File: src/rtl/id_ex_stage.sv
// ID/EX pipeline register with ALU operation decode, operand forwarding and load-use bubble insertion.
// Define ID_EX_FWD_EN to enable the forwarding muxes; otherwise hazards are resolved by stalling on any RAW.
module id_ex_stage #(
  parameter int DATA_W = 32,
  parameter int REG_W  = 5
) (
  input  logic              clk,
  input  logic              rst,
  input  logic              id_valid,
  input  logic [DATA_W-1:0] id_rs_data,
  input  logic [DATA_W-1:0] id_rt_data,
  input  logic [DATA_W-1:0] id_imm,
  input  logic [REG_W-1:0]  id_rs,
  input  logic [REG_W-1:0]  id_rt,
  input  logic [REG_W-1:0]  id_rd,
  input  logic [1:0]        id_alu_op,
  input  logic [5:0]        id_funct,
  input  logic              id_alu_src,
  input  logic              id_reg_dst,
  input  logic              id_reg_write,
  input  logic              id_mem_read,
  input  logic              id_mem_write,
  input  logic              id_mem_to_reg,
  input  logic              id_branch,
  input  logic              stall,
  input  logic              flush,
  input  logic              exmem_reg_write,
  input  logic [REG_W-1:0]  exmem_rd,
  input  logic [DATA_W-1:0] exmem_result,
  input  logic              memwb_reg_write,
  input  logic [REG_W-1:0]  memwb_rd,
  input  logic [DATA_W-1:0] memwb_result,
  output logic [DATA_W-1:0] alu_in1,
  output logic [DATA_W-1:0] alu_in2,
  output logic [3:0]        alu_operation,
  output logic [DATA_W-1:0] store_data,
  output logic [REG_W-1:0]  ex_dst,
  output logic              ex_valid,
  output logic              ex_reg_write,
  output logic              ex_mem_read,
  output logic              ex_mem_write,
  output logic              ex_mem_to_reg,
  output logic              ex_branch,
  output logic              hazard_stall
);

  localparam logic [3:0]       OP_AND  = 4'b0000;
  localparam logic [3:0]       OP_OR   = 4'b0001;
  localparam logic [3:0]       OP_ADD  = 4'b0010;
  localparam logic [3:0]       OP_SUB  = 4'b0110;
  localparam logic [3:0]       OP_SLT  = 4'b0111;
  localparam logic [REG_W-1:0] REG_ZERO = {REG_W{1'b0}};
  localparam logic [DATA_W-1:0] DATA_ZERO = {DATA_W{1'b0}};

  function automatic logic [3:0] alu_decode(input logic [1:0] op, input logic [5:0] funct);
    logic [3:0] code;
    case (op)
      2'b00: code = OP_ADD;
      2'b01: code = OP_SUB;
      2'b10: begin
        case (funct)
          6'b100000: code = OP_ADD;
          6'b100010: code = OP_SUB;
          6'b100100: code = OP_AND;
          6'b100101: code = OP_OR;
          6'b101010: code = OP_SLT;
          default:   code = OP_ADD;
        endcase
      end
      default: code = OP_ADD;
    endcase
    return code;
  endfunction

  function automatic logic [DATA_W-1:0] fwd_pick(
    input logic [REG_W-1:0]  idx,
    input logic [DATA_W-1:0] reg_val,
    input logic              em_we,
    input logic [REG_W-1:0]  em_rd,
    input logic [DATA_W-1:0] em_res,
    input logic              mw_we,
    input logic [REG_W-1:0]  mw_rd,
    input logic [DATA_W-1:0] mw_res
  );
    logic [DATA_W-1:0] val;
    if (em_we && (em_rd != REG_ZERO) && (em_rd == idx)) begin
      val = em_res;
    end else if (mw_we && (mw_rd != REG_ZERO) && (mw_rd == idx)) begin
      val = mw_res;
    end else begin
      val = reg_val;
    end
    return val;
  endfunction

  logic [DATA_W-1:0] rs_data_r, rt_data_r, imm_r;
  logic [REG_W-1:0]  ex_rs_r, ex_rt_r, ex_dst_r;
  logic [3:0]        alu_op_r;
  logic              alu_src_r;
  logic              ex_valid_r, ex_reg_write_r, ex_mem_read_r, ex_mem_write_r;
  logic              ex_mem_to_reg_r, ex_branch_r;
  logic [DATA_W-1:0] fwd_a_s, fwd_b_s;
  logic              hazard_s, kill_s;

  // Forwarded operand selection for the ALU and the store path.
  always_comb begin
    fwd_a_s = rs_data_r;
    fwd_b_s = rt_data_r;
`ifdef ID_EX_FWD_EN
    fwd_a_s = fwd_pick(ex_rs_r, rs_data_r, exmem_reg_write, exmem_rd, exmem_result,
                       memwb_reg_write, memwb_rd, memwb_result);
    fwd_b_s = fwd_pick(ex_rt_r, rt_data_r, exmem_reg_write, exmem_rd, exmem_result,
                       memwb_reg_write, memwb_rd, memwb_result);
`endif
  end

  // Hazard detection: load-use only with forwarding, any pending RAW without it.
  always_comb begin
    hazard_s = 1'b0;
`ifdef ID_EX_FWD_EN
    hazard_s = ex_valid_r && ex_mem_read_r && (ex_dst_r != REG_ZERO) &&
               ((ex_dst_r == id_rs) || (ex_dst_r == id_rt)) && id_valid;
`else
    hazard_s = id_valid && (
      (ex_reg_write_r && (((id_rs != REG_ZERO) && (id_rs == ex_dst_r)) ||
                          ((id_rt != REG_ZERO) && (id_rt == ex_dst_r)))) ||
      (exmem_reg_write && (((id_rs != REG_ZERO) && (id_rs == exmem_rd)) ||
                           ((id_rt != REG_ZERO) && (id_rt == exmem_rd)))));
`endif
    kill_s = flush || (!stall && hazard_s);
  end

`ifndef ID_EX_FWD_EN
  // Source indices and the late writeback ports only matter when forwarding is built in.
  logic unused_fwd_s;
  assign unused_fwd_s = ^{ex_rs_r, ex_rt_r, exmem_result, memwb_reg_write, memwb_rd, memwb_result};
`endif

  // Pipeline register: reset/flush/load-use load a bubble, stall holds, otherwise capture decode.
  always_ff @(posedge clk) begin
    if (rst || kill_s) begin
      ex_valid_r      <= 1'b0;
      ex_reg_write_r  <= 1'b0;
      ex_mem_read_r   <= 1'b0;
      ex_mem_write_r  <= 1'b0;
      ex_mem_to_reg_r <= 1'b0;
      ex_branch_r     <= 1'b0;
      alu_src_r       <= 1'b0;
      alu_op_r        <= OP_ADD;
      rs_data_r       <= DATA_ZERO;
      rt_data_r       <= DATA_ZERO;
      imm_r           <= DATA_ZERO;
      ex_rs_r         <= REG_ZERO;
      ex_rt_r         <= REG_ZERO;
      ex_dst_r        <= REG_ZERO;
    end else if (!stall) begin
      ex_valid_r      <= id_valid;
      ex_reg_write_r  <= id_valid & id_reg_write;
      ex_mem_read_r   <= id_valid & id_mem_read;
      ex_mem_write_r  <= id_valid & id_mem_write;
      ex_mem_to_reg_r <= id_valid & id_mem_to_reg;
      ex_branch_r     <= id_valid & id_branch;
      alu_src_r       <= id_valid & id_alu_src;
      alu_op_r        <= alu_decode(id_alu_op, id_funct);
      rs_data_r       <= id_rs_data;
      rt_data_r       <= id_rt_data;
      imm_r           <= id_imm;
      ex_rs_r         <= id_rs;
      ex_rt_r         <= id_rt;
      ex_dst_r        <= id_reg_dst ? id_rd : id_rt;
    end
  end

  assign alu_in1       = fwd_a_s;
  assign alu_in2       = alu_src_r ? imm_r : fwd_b_s;
  assign store_data    = fwd_b_s;
  assign alu_operation = alu_op_r;
  assign ex_dst        = ex_dst_r;
  assign ex_valid      = ex_valid_r;
  assign ex_reg_write  = ex_reg_write_r;
  assign ex_mem_read   = ex_mem_read_r;
  assign ex_mem_write  = ex_mem_write_r;
  assign ex_mem_to_reg = ex_mem_to_reg_r;
  assign ex_branch     = ex_branch_r;
  assign hazard_stall  = hazard_s;

endmodule

File: config.mk
export PLATFORM = sky130hd
export DESIGN_NAME = id_ex_stage
export DESIGN_NICKNAME = d
export VERILOG_FILES = /design/src/rtl/id_ex_stage.sv
export SDC_FILE = /design/constraint.sdc
export NUM_CORES = 1
export LEC_CHECK = 0
export CELL_PAD_IN_SITES_DETAIL_PLACEMENT = 0
export CELL_PAD_IN_SITES_GLOBAL_PLACEMENT = 1
export CORE_ASPECT_RATIO = 0.5
export CORE_MARGIN = 10
export CORE_UTILIZATION = 26
export CTS_BUF_LIST = sky130_fd_sc_hd__clkbuf_8
export DETAILED_ROUTE_END_ITERATION = 12
export PLACE_DENSITY = 0.95
export SLEW_MARGIN = 0
export SYNTH_ARGS = -nofsm -noshare
export SYNTH_HDL_FRONTEND = slang
export SYNTH_SLANG_ARGS = --single-unit
File: constraint.sdc
create_clock -name clk -period 2.5 [get_ports clk]
set_clock_uncertainty 0.15 [all_clocks]
set_input_delay 0.5 -clock clk [delete_from_list [all_inputs] [get_ports clk]]
set_output_delay 0.5 -clock clk [all_outputs]
set_load 0.005 [all_outputs]
After elaboration in Yosys (flattened, before gate mapping). Index checks and enable logic that the tools add are counted.

Register bits after elaboration: 112. Bits of input ports: 207. Output and inout bits: 112. Logic and storage cells: 48.

Eq/ne operators: 10. Muxes and demuxes: 4. Bitwise gates (word level): 6. Reductions and logical operators: 16.

Operators with widths (count): $mux W32 (1); $eq A6 B6 Y1 const B (4); $eq A5 B5 Y1 (4); $pmux W3 S4 (1); $reduce_bool A5 Y1 (2); $logic_and A1 B1 Y1 (8); $and A1 B1 Y1 (6); $pmux W3 S2 (1); $logic_or A1 B1 Y1 (5); $mux W5 (1); $eq A2 B1 Y1 const B (1); $eq A2 B2 Y1 const B (1); $logic_not A1 Y1 (1).

Longest topological paths before layout. Gate-level depths: netlist (run 1).

Depth after elaboration: 9. Mapped depth: 8. Depth with buffers taken out: 7.

Least setup slack after synthesis (run 1). Ideal clock, no wire load.

Path kind: input -> register. From: input id_rt[2]. To: register alu_op_r[1] (netlist: alu_operation[1]). Setup time: 120 ps. Data arrival time: 2034 ps. Data required time: 2230 ps. Slack: 196 ps. Stages on the path: 7. Path buffers: 1. Cells stage by stage: or4_1 -> nor2_1 -> or4_1 -> o31ai_1 -> a221o_1 -> buf_4 -> or2_1.

Cells in the longest elaborated chain, start to end: 9. Elaborated cells on any way between the ends: 14. Those cells by class: eq/ne: 2; reduce/logical: 12.

Ends and longest elaborated chain: start: declaration (line 14) `input logic [REG_W-1:0] id_rt,`; $eq A5 B5 Y1 (tied with other cells) (line 126) `((id_rt != REG_ZERO) && (id_rt == ex_dst_r)))) ||`; $logic_and A1 B1 Y1 (on tied branches) (line 126, 128); $logic_or A1 B1 Y1 (on tied branches) (line 125, 127); $logic_and A1 B1 Y1 (on tied branches) (line 125, 127); $logic_or A1 B1 Y1 * (line 126); $logic_and A1 B1 Y1 * (line 124) `hazard_s = id_valid && (`; $logic_and A1 B1 Y1 * (line 130) `kill_s = flush || (!stall && hazard_s);`; $logic_or A1 B1 Y1 * (line 130); $logic_or A1 B1 Y1 * (line 141) `if (rst || kill_s) begin`; end signal: assignment (line 164) `alu_op_r <= alu_decode(id_alu_op, id_funct);`; end: declaration (line 98) `logic [3:0] alu_op_r;`.

Every way passes the cells marked *; elsewhere a longest branch is shown, timed or not. A chain may end at the register's enable or synchronous reset.

Worst setup path in the final report (run 1).
From: input id_rs[4]. To: output hazard_stall.

Cells in the longest elaborated chain, start to end: 6. Elaborated cells on any way between the ends: 11. Those cells by class: eq/ne: 2; reduce/logical: 9.

Ends and longest elaborated chain: start: declaration (line 13) `input logic [REG_W-1:0] id_rs,`; $eq A5 B5 Y1 (tied with other cells) (line 125) `(ex_reg_write_r && (((id_rs != REG_ZERO) && (id_rs == ex_dst_r)) ||`; $logic_and A1 B1 Y1 (on tied branches) (line 125, 127); $logic_or A1 B1 Y1 (on tied branches) (line 125, 127); $logic_and A1 B1 Y1 (on tied branches) (line 125, 127); $logic_or A1 B1 Y1 * (line 126); $logic_and A1 B1 Y1 * (line 124); end: declaration (line 44) `output logic hazard_stall`.

Marks and branches as above.

==> results.md, run 1 <==
* Slew Viols, Final at 0
* Largest net degree at the start of global routing at 100
* Max FO, Critical Path at 2
* Aggregate global routing overflow at 0
* Via count at 4,211
* Longest Clk Path Bufs at 2
* Hold path cells at 2
* Crit path time final at 2590 ps
* Die Y-Extent at 115 um
* CTS sink cnt at 111
* Drt drc at 0
* Post-Syn Nets at 672
* H-Tree Depth at 3
* Leakage at 3.48 nW
* Share of cells above drive strength 1 at 15.4%
* Crit path arrival time at 1940 ps
* Layout Area Growth over Synthesis at 69.4%
* Wirelength per Cell at 18.0 um
* Pre-Repair DR Iteration Count at 5
* Cell variety after synth at 30
* CP required at 1850 ps
* Most common cell after layout, fill and taps aside: clkdlybuf4s50_1
* CTS Root Cell: clkbuf_8
* Startpoint type of the worst setup path: input port
* Total power at 3.87 mW
* Core area at 17,600 um^2
* Routed WL at 17,400 um
* Post-DP HPWL at 13,300 um
* Max Fclk at 386 MHz
* Row count at 34
* Internal power at 2.96 mW
* Worst min-delay path class: flip-flop to flip-flop
* DP Cell Count at 939
* Switching Fraction at 23.4%
* Sw Pwr at 906 uW
* Worst skew pair latency at 360 ps
* Maxcap violations at 0
* Setup violators final at 1
* Die span in x at 211 um
* Worst-Margin Slew at 718 ps
* Clock transition at the registers of the reported paths at 100 ps
* Gate power share at 18.1%
* Fin. Hold Viols at 0
* Gp weighted congestion at 0.801
* Cells after Synth at 463
* Diode count at 0
* YS warnings at 0
* Clock Power Share at 33.8%
* Fin nets at 933
* DRT iter0 DRCs at 209
* Slew margin rel. at 52.1%
* Routed Antenna Nets at 0
* Vias in the first global route at 4,464
* Antenna violations before repair at 0
* Most frequent cells in the layout: clkdlybuf4s50_1 (218), nor2_1 (117), dfxtp_1 (106)
* Power per cell area at 483 nW/um^2
* CTS tree: yes
* FF+latch count, synth at 111
* Failing checks: negative setup slack
* Placed Area at 7570 um^2
* Inserted Clock Buffers at 9
* Status: finished, violations left
* Post-synthesis sequential area ratio at 47.0%
* Final worst path period share at 104%
* Final worst slack at -90.3 ps
* Vias/cell at 4.37
* Mean post-synth cell area at 10.2 um^2
* Finished Layout Cells at 963
* Total Die Area at 24,300 um^2
* Peak supply drop at 0.000303 V
* RSZ-0062 raised after global routing: yes
* Ports at 319
* R2R cell count at 7
* Dpl ws at -911 ps
* Post-route cell area at 8010 um^2
* Crit path kind: input port to output pin
* GRT Overall Usage at 13.4%
* Global-route wire length before repair at 25,600 um
* Port bufs at 247
* Mapped cell area at 4720 um^2
* Worst setup EP type: output pin
* Flop pwr share at 48.1%
* Initial Util at 26.8%
* Final hold slack at 352 ps
## per-stage QoR
stage          utilization (%)  TNS [ps]
3_3_place_gp              43.0    -54540
6_report                  45.5     -90.3
3_5_place_dp              43.0    -59060
2_1_floorplan                -         0
4_1_cts                   44.8      -276
5_1_grt                   45.5      -159
## worst paths after layout
check / slack [ps] / from / endpoint
min reg2reg: 350 / imm_r[11]$_SDFFE_PP0N_ / imm_r[11]$_SDFFE_PP0N_
max: -90 / id_rs[4] / hazard_stall
min: 350 / imm_r[11]$_SDFFE_PP0N_ / imm_r[11]$_SDFFE_PP0N_
max reg2reg: 350 / ex_dst[2]$_SDFFE_PP0N_ / imm_r[5]$_SDFFE_PP0N_
## logic make-up (layout without fill, tap and decap cells)
logic type               Yosys count  after routing  synth area share (%)
AND/OR/NAND/NOR                  140            140                  12.2
multiplexers                     133            133                  29.0
flip-flops                       111            111                  47.0
buffers and inverters             35            301                  4.37
AO/OA/AOI/OAI                     21             21                  3.07
XOR/XNOR                          20             20                  3.71
adder cells (fa/ha/maj)            2              2                 0.530
other                              1              1                0.0794
## per-layer routing
metal / wire, um / track usage (%)
met5: 0 / 0
met4: 389 / 4.46
met3: 598 / 2.93
met2: 9930 / 26.8
met1: 6460 / 13.6
## Yosys cell counts
master / count / area share [%]
clkbuf_1: 19 / 1.5
mux2i_1: 101 / 21
nand2_1: 3 / 0.24
buf_1: 2 / 0.16
or4_1: 4 / 0.64
a32oi_1: 2 / 0.37
and2_1: 2 / 0.26
conb_1: 1 / 0.079
nor2_1: 119 / 9.5
nand3_1: 4 / 0.42
or2_1: 1 / 0.13
nor3b_1: 1 / 0.16
buf_4: 2 / 0.32
mux2_2: 32 / 7.6
xor2_1: 4 / 0.74
xnor2_1: 16 / 3.0
a221o_1: 1 / 0.21
nor3_1: 1 / 0.11
nor2b_1: 2 / 0.26
a21oi_1: 8 / 0.85
nand4b_1: 1 / 0.19
or2_2: 1 / 0.13
dfxtp_1: 111 / 47
o31ai_1: 2 / 0.32
a22oi_1: 7 / 1.1
buf_6: 9 / 2.1
and3b_1: 1 / 0.19
inv_1: 3 / 0.24
a32o_1: 1 / 0.21
ha_1: 2 / 0.53
## final cells by class
class / count / area (um^2)
tap: 234 / 293
timing repair buffer: 282 / 2850
clock buffer: 10 / 138
inverter: 3 / 11.3
clock inverter: 6 / 108
multi-input combinational: 317 / 2380
sequential: 111 / 2230
fill: 1669 / 9610
## worst max-delay path, cell delays in order
cell     delay, ps
buf_8          100
buf_6          100
or4_4          530
nor2_4         130
or4_4          140
o31ai_4         70
a22oi_2        170
nor2b_1         70
buf_2          140
## power by group through the flow
stage	combinational (mW)	clock [mW]	sequential (mW)
3_3_place_gp	0.680	0	1.90
3_5_place_dp	0.691	0	1.90
6_report	0.700	1.31	1.86
2_1_floorplan	0.271	0	1.90
5_1_grt	0.755	1.42	1.87
4_1_cts	0.703	1.35	1.86
## repair_timing
action,CTS,global route
hold buffers,0,0
setup buffers,3,2
pin swaps,11,2
setup endpoints to repair,115,33
hold endpoints to repair,0,0
gates resized for setup,65,22
cloned,1,2
(Power assumes the default switching activity.)
==> inputs of run 2 (changes only) <==
- CORE_MARGIN: 10 -> not set
==> run 2 against run 1 <==
Maximum frequency rose by 0.22%. The flow finishes with violations (design-rule violations, negative setup slack). Worst setup slack improved by 5.6 ps. Highest routed layer unchanged. Final area fell by 0.61%. Total power fell by 7.7%. Sequential share of layout area rose by 0.19 points. Clock power fell by 21%.
==> results.md, run 2 (same netlist as run 1, synthesis figures left out) <==
* Status: finished, violations left (unchanged)
* Failing checks: design-rule violations, negative setup slack (was negative setup slack)
* DRT iter0 DRCs at 112 (was 209)
* RR Endpoint: imm_r[10]$_SDFFE_PP0N_ (was imm_r[5]$_SDFFE_PP0N_)
* RSZ-0062 raised after global routing: yes (unchanged)
* Longest Clk Path Bufs at 2 (unchanged)
* Largest net degree at the start of global routing at 54 (was 100)
* Antenna violations before repair at 0 (unchanged)
* H-Tree Depth at 3 (unchanged)
* Hold Buf Count CTS at 0 (unchanged)
* Final Util at 45.3% (was 45.5%)
* Leakage at 3.72 nW (was 3.48 nW)
* Internal power at 2.65 mW (was 2.96 mW)
* Sw Pwr at 922 uW (was 906 uW)
* Vias/cell at 4.34 (was 4.37)
* Via count at 4,176 (was 4,211)
* CTS tree: yes (unchanged)
* Slew Viols, Final at 0 (unchanged)
* Fin. Hold Viols at 0 (unchanged)
* Clock Power Share at 28.7% (was 33.8%)
* R2R setup slack at 360 ps (was 350 ps)
* Inserted Clock Buffers at 9 (unchanged)
* Fin nets at 932 (was 933)
* Routed WL at 14,900 um (was 17,400 um)
* Pre-Repair DR Iteration Count at 8 (was 5)
* Core area at 17,600 um^2 (about the same)
* Peak supply drop at 0.000243 V (was 0.000303 V)
* Drt drc at 12 (was 0)
* Final worst path period share at 103% (was 104%)
* Post-route cell area at 7960 um^2 (was 8010 um^2)
* Most common cell after layout, fill and taps aside: clkdlybuf4s50_1 (unchanged)
* Gr busiest metal: met2 (unchanged)
* Port bufs at 247 (unchanged)
* GRT Overall Usage at 15.4% (was 13.4%)
* Max Fclk at 387 MHz (was 386 MHz)
* Startpoint type of the worst setup path: input port (unchanged)
* CP startpoint: id_rt[2] (was id_rs[4])
* R2R cell count at 8 (was 7)
* Max FO, Critical Path at 4 (was 2)
* CTS Root Cell: clkbuf_8 (unchanged)
* Die Y-Extent at 97.3 um (was 115 um)
* Die span in x at 193 um (was 211 um)
* Wirelength per Cell at 15.5 um (was 18.0 um)
* Setup violators final at 1 (unchanged)
* Clock transition at the registers of the reported paths at 100 ps (about the same)
* Worst skew pair latency at 360 ps (about the same)
* Layout Area Growth over Synthesis at 68.4% (was 69.4%)
* Hold EP: imm_r[22]$_SDFFE_PP0N_ (was imm_r[11]$_SDFFE_PP0N_)
* Switching Fraction at 25.8% (was 23.4%)
* Power per cell area at 449 nW/um^2 (was 483 nW/um^2)
* CP required at 1850 ps (about the same)
* Aggregate global routing overflow at 0 (unchanged)
* CTS sink cnt at 111 (unchanged)
* Diode count at 0 (unchanged)
* Post-DP HPWL at 10,700 um (was 13,300 um)
* Flop pwr share at 52.1% (was 48.1%)
* Total Die Area at 18,700 um^2 (was 24,300 um^2)
* RR Startpoint: ex_dst[1]$_SDFFE_PP0N_ (was ex_dst[2]$_SDFFE_PP0N_)
* Gate power share at 19.2% (was 18.1%)
* Placed Area at 7560 um^2 (was 7570 um^2)
* Crit path time final at 2580 ps (was 2590 ps)
* Worst min-delay path class: flip-flop to flip-flop (unchanged)
* Total power at 3.57 mW (was 3.87 mW)
* Share of cells above drive strength 1 at 15.5% (was 15.4%)
* Maxcap violations at 0 (unchanged)
* Final worst slack at -84.7 ps (was -90.3 ps)
* Crit path kind: input port to output pin (unchanged)
* Grt met2 use at 30.6% (was 26.8%)
* Row count at 34 (unchanged)
* Initial Util at 26.9% (was 26.8%)
* Global-route wire length before repair at 22,400 um (was 25,600 um)
* Worst setup EP type: output pin (unchanged)
* Vias in the first global route at 4,373 (was 4,464)
* Most frequent cells in the layout: clkdlybuf4s50_1 (201), nor2_1 (117), dfxtp_1 (105) (was clkdlybuf4s50_1 (218), nor2_1 (117), dfxtp_1 (106))
* Gp weighted congestion at 0.778 (was 0.801)
* Met3 usage at 3.36% (was 2.93%)
* Worst hold start: imm_r[22]$_SDFFE_PP0N_ (was imm_r[11]$_SDFFE_PP0N_)
* Routed Antenna Nets at 0 (unchanged)
* Met1 Use GR at 15.9% (was 13.6%)
* Crit path arrival time at 1930 ps (was 1940 ps)
* Ports at 319 (unchanged)
* Hold path cells at 2 (unchanged)
[run 2: cell types whose count changed in the layout (fill, tap and decap cells not counted), sizes merged]
cell / previous run / this run
clkbuf: 14 / 12
buf: 42 / 44
inv: 3 / 5
dlymetal6s2s: 12 / 28
bufinv: 3 / 0
clkdlybuf4s50: 218 / 201
clkinvlp: 1 / 3
clkinv: 2 / 1
[run 2: what timing repair did]
item | 4_1_cts | 5_1_grt
gates resized for setup | 75 | 30
gates cloned | 1 | 2
pin swaps | 15 | 4
buffers inserted | 1 | 4
setup endpoints to repair | 127 | 18
[run 2: worst max-delay path by stage]
| stage | to | slack (ps) | cells after the start |
|---|---|---|---|
| finish | hazard_stall | -80 | 8 |
| global route | hazard_stall | -160 | 7 |
| CTS | hazard_stall | -20 | 6 |
| detailed placement | hazard_stall | -890 | 8 |
| global placement | hazard_stall | -860 | 8 |
| floorplan | alu_operation[1]$_SDFFE_PP1N_ | 200 | 7 |
[run 2: final cells by class]
type,count,area (um^2)
multi-input combinational,317,2380
inverter,3,11.3
timing repair buffer,281,2860
clock inverter,6,38.8
sequential,111,2230
fill,1681,9610
tap,234,293
clock buffer,10,138
[run 2: metrics by stage]
| step | std cells | worst slack, ps | hold slack, ps | setup TNS, ps |
|---|---|---|---|---|
| after floorplan | 463 | 196 | 308 | 0 |
| after global placement | 938 | -864 | 318 | -62130 |
| after detailed placement | 938 | -888 | 326 | -65360 |
| after CTS | 956 | -21.9 | 332 | -21.9 |
| after global routing | 962 | -160 | 332 | -160 |
| final | 962 | -84.7 | 350 | -84.7 |
[run 2: worst max-delay path, stage by stage]
cell	delay [ps]
buf_2	140
or4_1	540
nor2_2	150
buf_4	130
o31ai_4	70
a22oi_1	200
nor2b_1	60
buf_2	140
[run 2: routing by layer]
metal | up-vias | wire (um)
li1 | 2085 | -
met1 | 2006 | 5890
met2 | 70 | 8340
met3 | 15 | 490
met4 | 0 | 218
met5 | - | 0
[run 2: power by group through the flow]
stage                     clock, mW  combinational, mW  sequential [mW]
final                          1.03              0.686             1.86
after global routing           1.16              0.737             1.87
after CTS                      1.09              0.689             1.86
after detailed placement          0              0.682             1.90
after global placement            0              0.672             1.90
after floorplan                   0              0.271             1.90
==> inputs of run 3 (changes only) <==
- CORE_UTILIZATION: 26 -> 23
- PLACE_DENSITY: 0.95 -> 0.89
- SETUP_SLACK_MARGIN: not set -> 0.02
- clock period: 2.5 -> 2.1 ns (I/O delays scaled with it)
==> run 3 against run 2 <==
The run ends with negative setup slack left. Non-clock buffer count rose by 50. Worst setup slack got worse by 290 ps. Die area up 13%. Final cell count rose by 8.8%. Combinational power grew 66%. Flip-flop and latch count is the same. Sequential power rose by 19%. Utilization increased by 2.8 points. Critical path depth shrank 1. Total power rose by 29%. Routed wire length is 24% higher. Clock power up 22%. Critical endpoint unchanged.
==> results.md, run 3 (same netlist as run 1, synthesis figures left out) <==
* Longest Clk Path Bufs at 2 (unchanged)
* Clock transition at the registers of the reported paths at 100 ps (about the same)
* Share of cells above drive strength 1 at 37.2% (was 15.5%)
* Worst setup EP type: output pin (unchanged)
* Initial Util at 23.9% (was 26.9%)
* Status: finished, violations left (unchanged)
* Placed Area at 7640 um^2 (was 7560 um^2)
* Slowest cell on crit path: or4_4 (was or4_1)
* Final worst path period share at 118%
* Total power at 4.62 mW (was 3.57 mW)
* Finished Layout Cells at 1,047 (was 962)
* Wirelength per Cell at 17.7 um (was 15.5 um)
* Routed Antenna Nets at 0 (unchanged)
* DRT iter0 DRCs at 132 (was 112)
* Worst-path cell chain: xnor2_2 -> nand3_1 -> or4_4 -> o31ai_4 -> a22oi_2 -> nor2b_1 -> buf_2 (was buf_2 -> or4_1 -> nor2_2 -> buf_4 -> o31ai_4 -> a22oi_1 -> nor2b_1 -> buf_2)
* Worst skew pair latency at 370 ps (was 360 ps)
* Row count at 36 (was 34)
* Via count at 4,558 (was 4,176)
* Inserted Clock Buffers at 9 (unchanged)
* Power per cell area at 486 nW/um^2 (was 449 nW/um^2)
* DP Cell Count at 976 (was 938)
* Final hold slack at 351 ps (was 350 ps)
* Fin nets at 985 (was 932)
* Drt drc at 0 (was 12)
* Fin. Hold Viols at 0 (unchanged)
* Slew margin rel. at 46.9%
* Most frequent cells in the layout: clkdlybuf4s50_1 (198), dfxtp_1 (106), mux2i_1 (101) (was clkdlybuf4s50_1 (201), nor2_1 (117), dfxtp_1 (105))
* Post-DP HPWL at 11,000 um (was 10,700 um)
* Dpl ws at -1200 ps (was -888 ps)
* CP peak stage delay at 440 ps (was 540 ps)
* Gp weighted congestion at 0.805 (was 0.778)
* Maxcap violations at 0 (unchanged)
* Port bufs at 247 (unchanged)
* Crit path time final at 2480 ps
* CTS tree: yes (unchanged)
* H-Tree Depth at 3 (unchanged)
* Hold Buf Count CTS at 0 (unchanged)
* GRT Overall Usage at 16.3% (was 15.4%)
* Layout Area Growth over Synthesis at 101% (was 68.4%)
* Aggregate global routing overflow at 0 (unchanged)
* Vias in the first global route at 4,768 (was 4,373)
* Routed WL at 18,500 um (was 14,900 um)
* Crit path arrival time at 1910 ps (was 1930 ps)
* Antenna violations before repair at 1 (was 0)
* Core area at 19,800 um^2 (was 17,600 um^2)
* Crit path kind: flip-flop to output pin (was input port to output pin)
* Vias/cell at 4.35 (was 4.34)
* Worst min-delay path class: input port to flip-flop (was flip-flop to flip-flop)
* Max FO, Critical Path at 2 (was 4)
* Largest net degree at the start of global routing at 119 (was 54)
* Pre-Repair DR Iteration Count at 4 (was 8)
* Global-route wire length before repair at 26,300 um (was 22,400 um)
* Slew Viols, Final at 0 (unchanged)
* Post-route cell area at 9500 um^2 (was 7960 um^2)
* Worst-Margin Slew at 797 ps
* Ports at 319 (unchanged)
* RSZ-0062 raised after global routing: yes (unchanged)
* CTS sink cnt at 111 (unchanged)
* Die span in x at 205 um (was 193 um)
* Failing checks: negative setup slack (was design-rule violations, negative setup slack)
* CTS Root Cell: clkbuf_8 (unchanged)
* Leakage at 3.78 nW (was 3.72 nW)
* Final worst slack at -378 ps (was -84.7 ps)
* Setup violators final at 134 (was 1)
* CP required at 1530 ps (was 1850 ps)
* Die Y-Extent at 103 um (was 97.3 um)
* Setup TNS at -24,270 ps (was -84.7 ps)
* Final Util at 48.1% (was 45.3%)
* Total Die Area at 21,200 um^2 (was 18,700 um^2)
* Max Fclk at 404 MHz
* Startpoint type of the worst setup path: flip-flop (was input port)
* Most common cell after layout, fill and taps aside: clkdlybuf4s50_1 (unchanged)
* Peak supply drop at 0.000296 V (was 0.000243 V)
[run 3: changes by cell type in the layout (fill, tap and decap cells not counted), sizes merged, moves of 3 or more]
cell	change
a221o	+3
buf	+78
clkbuf	+3
clkdlybuf4s15	-3
clkdlybuf4s50	-3
clkinvlp	-3
dlygate4sd2	+3
dlymetal6s2s	-28
[run 3: layout make-up]
class | count | area, um^2
multi-input cells | 320 | 3200
well taps | 266 | 333
diodes | 1 | 2.50
fillers | 1772 | 10300
clock inverters | 5 | 40.0
flip-flops and latches | 111 | 2230
repair buffers | 331 | 3550
clock buffers | 10 | 138
inverters | 3 | 11.3
[run 3: final timing paths]
path                                  from                            end  slack [ps]  cells past startpoint
max                 ex_dst[1]$_SDFFE_PP0N_                   hazard_stall        -380                      7
min                               id_rt[0]         ex_dst[0]$_SDFFE_PP0N_         350                      5
max reg2reg         ex_dst[1]$_SDFFE_PP0N_        alu_in1[0]$_SDFFE_PP0N_        -200                     10
min reg2reg  alu_operation[0]$_SDFFE_PP0N_  alu_operation[0]$_SDFFE_PP0N_         370                      2
[run 3: what timing repair did]
item | 4_1_cts | 5_1_grt
pin swaps | 17 | 108
setup endpoints to repair | 144 | 144
gates cloned | 16 | 2
setup buffers | 37 | 13
resized for setup | 277 | 233
[run 3: per-layer routing]
| layer | track usage, % | share of wire [%] |
|---|---|---|
| met1 | 18.6 | 41 |
| met2 | 30.1 | 53 |
| met3 | 3.76 | 3.6 |
| met4 | 6.14 | 2.9 |
| met5 | 0 | 0 |
[run 3: power breakdown]
| part | switching, mW | internal (mW) | total (mW) |
|---|---|---|---|
| clock network | 0.787 | 0.473 | 1.26 |
| registers | 0.0456 | 2.17 | 2.22 |
| logic | 0.461 | 0.679 | 1.14 |
[run 3: critical path: cells and delay by family (launching register included)]
kind / cells / cell delay [ps]
buffers and inverters: 1 / 130
DFF: 1 / 360
AOI/OAI and AO/OA: 2 / 230
and+or+nand+nor: 3 / 670
xor gates and xnor gates: 1 / 160
